--- src/rtl/fetch_decode_ctrl.sv ---
// IF/ID pipeline register controller: capture, hold on load-use, kill on redirect, valid/ready to fetch and decode.
// Optional FD_PERF_CNT_EN adds saturating stall/flush event counters.
module fetch_decode_ctrl #(
  parameter int unsigned     XLEN         = 32,
  parameter int unsigned     FLUSH_CYCLES = 1,
  parameter logic [XLEN-1:0] NOP_INSTR    = XLEN'(32'h00000013)
) (
  input  logic            clk_i,
  input  logic            rst_i,
  input  logic            f_valid_i,
  input  logic [XLEN-1:0] f_instruction_i,
  input  logic [XLEN-1:0] f_pc_i,
  output logic            f_ready_o,
  input  logic            d_ready_i,
  output logic            fd_valid_o,
  output logic [XLEN-1:0] fd_instruction_o,
  output logic [XLEN-1:0] fd_pc_o,
  output logic            fd_bubble_o,
  input  logic            ex_mem_read_i,
  input  logic [4:0]      ex_rd_i,
`ifdef FD_PERF_CNT_EN
  output logic [31:0]     stall_cnt_o,
  output logic [31:0]     flush_cnt_o,
`endif
  input  logic            redirect_i
);

  if (FLUSH_CYCLES < 1 || FLUSH_CYCLES > 15) begin : g_bad_flush_cycles
    $error("fetch_decode_ctrl: FLUSH_CYCLES must be in 1..15");
  end

  typedef enum logic [1:0] {S_EMPTY, S_VALID, S_STALL, S_FLUSH} state_t;

  state_t            state_q, state_d;
  logic [XLEN-1:0]   instr_q, instr_d;
  logic [XLEN-1:0]   pc_q, pc_d;
  logic [3:0]        cnt_q, cnt_d;
  logic              hazard;

  assign fd_valid_o       = (state_q == S_VALID) || (state_q == S_STALL);
  assign fd_instruction_o = instr_q;
  assign fd_pc_o          = pc_q;

  // Both rs fields are compared regardless of opcode; a false stall only costs a cycle.
  assign hazard = fd_valid_o && ex_mem_read_i && (ex_rd_i != 5'd0) &&
                  ((ex_rd_i == instr_q[19:15]) || (ex_rd_i == instr_q[24:20]));

  assign fd_bubble_o = hazard && !redirect_i && (state_q != S_STALL);
  assign f_ready_o   = !rst_i && ((state_q == S_FLUSH) ||
                       ((state_q != S_STALL) && !hazard && (!fd_valid_o || d_ready_i)));

  always_ff @(posedge clk_i) begin
    if (rst_i) begin
      state_q <= S_EMPTY;
      instr_q <= NOP_INSTR;
      pc_q    <= '0;
      cnt_q   <= '0;
    end else begin
      state_q <= state_d;
      instr_q <= instr_d;
      pc_q    <= pc_d;
      cnt_q   <= cnt_d;
    end
  end

  always_comb begin
    state_d = state_q;
    instr_d = instr_q;
    pc_d    = pc_q;
    cnt_d   = cnt_q;
    if (redirect_i) begin
      // Kill whatever is in the register and any word fetch offers this cycle; PC is left as-is.
      state_d = S_FLUSH;
      instr_d = NOP_INSTR;
      cnt_d   = 4'(FLUSH_CYCLES);
    end else begin
      unique case (state_q)
        S_FLUSH: begin
          cnt_d = cnt_q - 4'd1;
          if (cnt_q <= 4'd1) state_d = S_EMPTY;
        end
        S_STALL: state_d = S_VALID;
        default: begin
          if (f_valid_i && f_ready_o) begin
            state_d = S_VALID;
            instr_d = f_instruction_i;
            pc_d    = f_pc_i;
          end else if (hazard) begin
            state_d = S_STALL;
          end else if (fd_valid_o && d_ready_i) begin
            state_d = S_EMPTY;
            instr_d = NOP_INSTR;
          end
        end
      endcase
    end
  end

`ifdef FD_PERF_CNT_EN
  logic [31:0] stall_cnt_q, flush_cnt_q;
  logic        stall_enter;

  assign stall_enter = (state_q == S_VALID) && hazard && !redirect_i;
  assign stall_cnt_o = stall_cnt_q;
  assign flush_cnt_o = flush_cnt_q;

  always_ff @(posedge clk_i) begin
    if (rst_i) begin
      stall_cnt_q <= '0;
      flush_cnt_q <= '0;
    end else begin
      if (stall_enter && (stall_cnt_q != 32'hFFFF_FFFF)) stall_cnt_q <= stall_cnt_q + 32'd1;
      if (redirect_i && (flush_cnt_q != 32'hFFFF_FFFF)) flush_cnt_q <= flush_cnt_q + 32'd1;
    end
  end
`endif

endmodule
--- config.mk ---
export PLATFORM = sky130hd
export DESIGN_NAME = fetch_decode_ctrl
export DESIGN_NICKNAME = d
export VERILOG_FILES = /design/src/rtl/fetch_decode_ctrl.sv
export SDC_FILE = /design/constraint.sdc
export NUM_CORES = 1
export LEC_CHECK = 0
export ABC_CLOCK_PERIOD_IN_PS = 3500
export CAP_MARGIN = 20
export CORE_MARGIN = 5
export CORE_UTILIZATION = 34
export DETAILED_ROUTE_END_ITERATION = 12
export GPL_TIMING_DRIVEN = 0
export PLACE_DENSITY = 0.7
export SETUP_SLACK_MARGIN = 0.15
export SYNTH_ARGS = -nofsm -noshare
export SYNTH_HDL_FRONTEND = slang
export SYNTH_SLANG_ARGS = --single-unit
--- constraint.sdc ---
create_clock -name clk_i -period 3.5 [get_ports clk_i]
set_input_delay 0.35 -clock clk_i [delete_from_list [all_inputs] [get_ports clk_i]]
set_output_delay 0.35 -clock clk_i [all_outputs]
set_load 0.05 [all_outputs]
==> impl_metrics.csv <==
group,metric,value,unit
status,status,"finished, final reports clean",
clock_network,root_buffer,"clkbuf_8",
timing,max_freq,315,MHz
power,finalPower,2.15,mW
place,dpl.hpwl,6.42,mm
drt,wl_per_cell,15.1,µm
timing,fin_crit_sh,90.8,%
power,p_int,1.52,mW
floorplanning,initial_utilization,34.3,%
cells_and_area,fill_cells,740,
cells_and_area,seqCellArea,0.00140,mm²
timing,fin_ws,0.323,ns
power,power_density,471,mW/mm²
place,portBuffers,141,
setup_path,cp_common_cell,"clkdlybuf4s50_1",
cells_and_area,n_antenna_cell,0,
yosys,yosys_warnings,0,
drt,drt-pass1-iter-count,6,
grt,antenna_found_initial,0,
yosys,yosysMostFrequentCell,"dfxtp_1",
cells_and_area,drive_gt1_share,6.43,%
floorplanning,rows,33,
yosys,synth.area.top_cells,"dfxtp_1 51%, a22o_1 9.2%, a21oi_1 6.3%",
yosys,synth-async-reset-ratio,0,%
drt,drc_errors,0,
clock_network,clockBufferDepth,2,
timing,slew_viol_final,0,
drt,routed_via_density,4.95,
yosys,syn-instance-count,295,
timing,min_period,3.18,ns
cells_and_area,postLayoutCoreUtil,56.2,%
place,place.gp.congestion,0.794,
yosys,syn_area,0.00277,mm²
clock_network,hold_buffers,0,
yosys,ys.flop_type,"dfxtp_1",
setup_path,path_max_fanout,5,
setup_path,slowest_delay,0.83,ns
yosys,synth_top_cells_by_count,"70 x dfxtp_1, 35 x a21oi_1, 34 x nand3_1, 34 x o21ai_0, 29 x a22o_1",
drt,wl_met1,3.44,mm
clock_network,postCtsSetupRepairBufs,0,
power,p_leak,1.65,nW
yosys,yosysTopAreaCellShare,50.5,%
clock_network,clock-sinks,70,
cells_and_area,area_growth,64.1,%
yosys,synth_edf_count,0,
drt,dr_wl_met3,532,µm
drt,drt-total-wl,8.37,mm
yosys,ys_seq_area_share,50.5,%
setup_path,required,3.15,ns
power,seqPwrFrac,40.2,%
grt,grt_pass1_wl,13.5,mm
drt,route.top_layer_used,"met4",
yosys,synth-seq-cells,70,
grt,grt_pass1_vias,2739,
setup_path,cp-start-kind,"primary input",
power,swShare,29.1,%
timing,final.setup.tns,0,ns
power,irDropWorstVdd,0.229,mV
yosys,synth_fp_nets,374,
clock_network,clkTransAtPathRegs,0.08,ns
setup_path,slowest_stage,"clkdlybuf4s50_1",
drt,vias,2752,
yosys,yosys.area.top_type,"dfxtp_1",
drt,ant_nets,0,
clock_network,numCtsBuffers,9,
timing,setup_violations,0,
drt,drtIter0Drc,80,
power,p_clk_share,35.5,%
floorplanning,die_w,100,µm
yosys,postSynthAreaPerCell,9.40,µm²
setup_path,cp-end-kind,"primary output",
setup_path,worstSetupPathType,"primary input to primary output",
grt,grtUsageTotal,16.6,%
floorplanning,die_y,100,µm
drt,wl_met2,4.24,mm
timing,worstMarginPinSlew,0.552,ns
timing,relSlewSlack,63.1,%
floorplanning,ios,142,
floorplanning,dieArea,0.0101,mm²
power,p_comb_share,24.3,%
floorplanning,core,0.00809,mm²
cells_and_area,multi_input_area,0.00118,mm²
timing,rsz0062_at_grt,"no",
grt,grt_max_degree,13,
grt,grt_overflow_total,0,
hold_path,min_path_type,"register to register",
setup_path,cp_data_arrival_time,2.83,ns
power,switchingPower,625,µW
clock_network,clk_latency,0.34,ns
clock_network,htree_levels,3,
clock_network,cts_resized,0,
timing,skew,0.00902,ns
cells_and_area,fin_nets,526,
yosys,synth_cell_types,34,
clock_network,tritoncts,"built",
timing,hold_violations,0,
setup_path,cp_cell_sequence,"clkdlybuf4s50_1 > or4_1 > o211ai_2 > nand2b_2 > a21oi_1 > nor2_1 > clkdlybuf4s50_1",
place,dp_slack,0.326,ns
flow_run,max_cap_violations,0,
-- logic make-up (layout without fill, tap and decap cells) --
kind of cell | count (synthesis) | after routing | synth area share [%]
DFF | 70 | 70 | 50.5
xor gates and xnor gates | 13 | 13 | 4.10
buffers and inverters | 36 | 192 | 6.77
adders and majority gates | 4 | 4 | 1.80
and+or+nand+nor | 60 | 60 | 10.9
AOI/OAI and AO/OA | 112 | 112 | 25.9
-- per-stage QoR --
step	cell area [µm²]	std cells	hold slack, ns
after floorplan	2770	295	0.440
after global placement	4320	541	0.456
after detailed placement	4320	541	0.461
after CTS	4550	556	0.475
after global routing	4550	556	0.481
final	4550	556	0.473
-- sequential cells by signal, indices dropped and copies added, names as in the netlist --
signal / cells
state_q: 2
fd_pc_o: 32
fd_instruction_o: 32
cnt_q: 4
-- layer usage --
metal / up-vias / track usage, %
met5: - / 0
met4: 0 / 6.22
met3: 13 / 4.10
met2: 86 / 28.6
met1: 1281 / 19.7
li1: 1372 / -
-- power groups by stage --
| stage | Sequential, mW | Clock (mW) | Combinational [mW] |
|---|---|---|---|
| floorplan | 1.00 | 0 | 0.186 |
| global placement | 0.879 | 0 | 0.518 |
| detailed placement | 0.880 | 0 | 0.522 |
| CTS | 0.862 | 0.788 | 0.524 |
| global route | 0.867 | 0.815 | 0.560 |
| finish | 0.862 | 0.762 | 0.521 |
-- cell usage in the layout, fill, tap and decap left out, drive strengths merged, types with 5 or more instances in the layout --
cell type / instances
nor3: 5
clkdlybuf4s50: 141
nand2: 6
dfxtp: 70
clkbuf: 24
a21oi: 35
inv: 10
buf: 10
o21ai: 35
a22o: 29
xnor2: 12
nor2: 7
nand3: 34
-- critical path: cells and delay by family --
| family | cells | cell delay (ns) |
|---|---|---|
| and+or+nand+nor | 3 | 0.87 |
| AOI/OAI and AO/OA | 2 | 0.28 |
| buffers and inverters | 2 | 1.31 |
-- final timing paths --
kind | from | to | slack, ns | cells after the start
max | ex_rd_i[1] | f_ready_o | 0.32 | 7
min | fd_instruction_o[1]$_SDFFE_PP1P_ | fd_instruction_o[1]$_SDFFE_PP1P_ | 0.47 | 2
max reg2reg | state_q[1]$_SDFFE_PP0P_ | fd_pc_o[2]$_SDFFE_PP0P_ | 1.32 | 8
min reg2reg | fd_instruction_o[1]$_SDFFE_PP1P_ | fd_instruction_o[1]$_SDFFE_PP1P_ | 0.47 | 2
-- final cells by class --
| type | instances | share of cell area (%) |
|---|---|---|
| buffer | 25 | 3.22 |
| clock inverter | 6 | 2.45 |
| sequential | 70 | 30.8 |
| timing repair buffer | 141 | 31.0 |
| inverter | 11 | 0.907 |
| multi-input combinational | 189 | 26.0 |
| tap | 105 | 2.89 |
| clock buffer | 9 | 2.72 |
No activity file was read; power rests on OpenSTA's default activity.
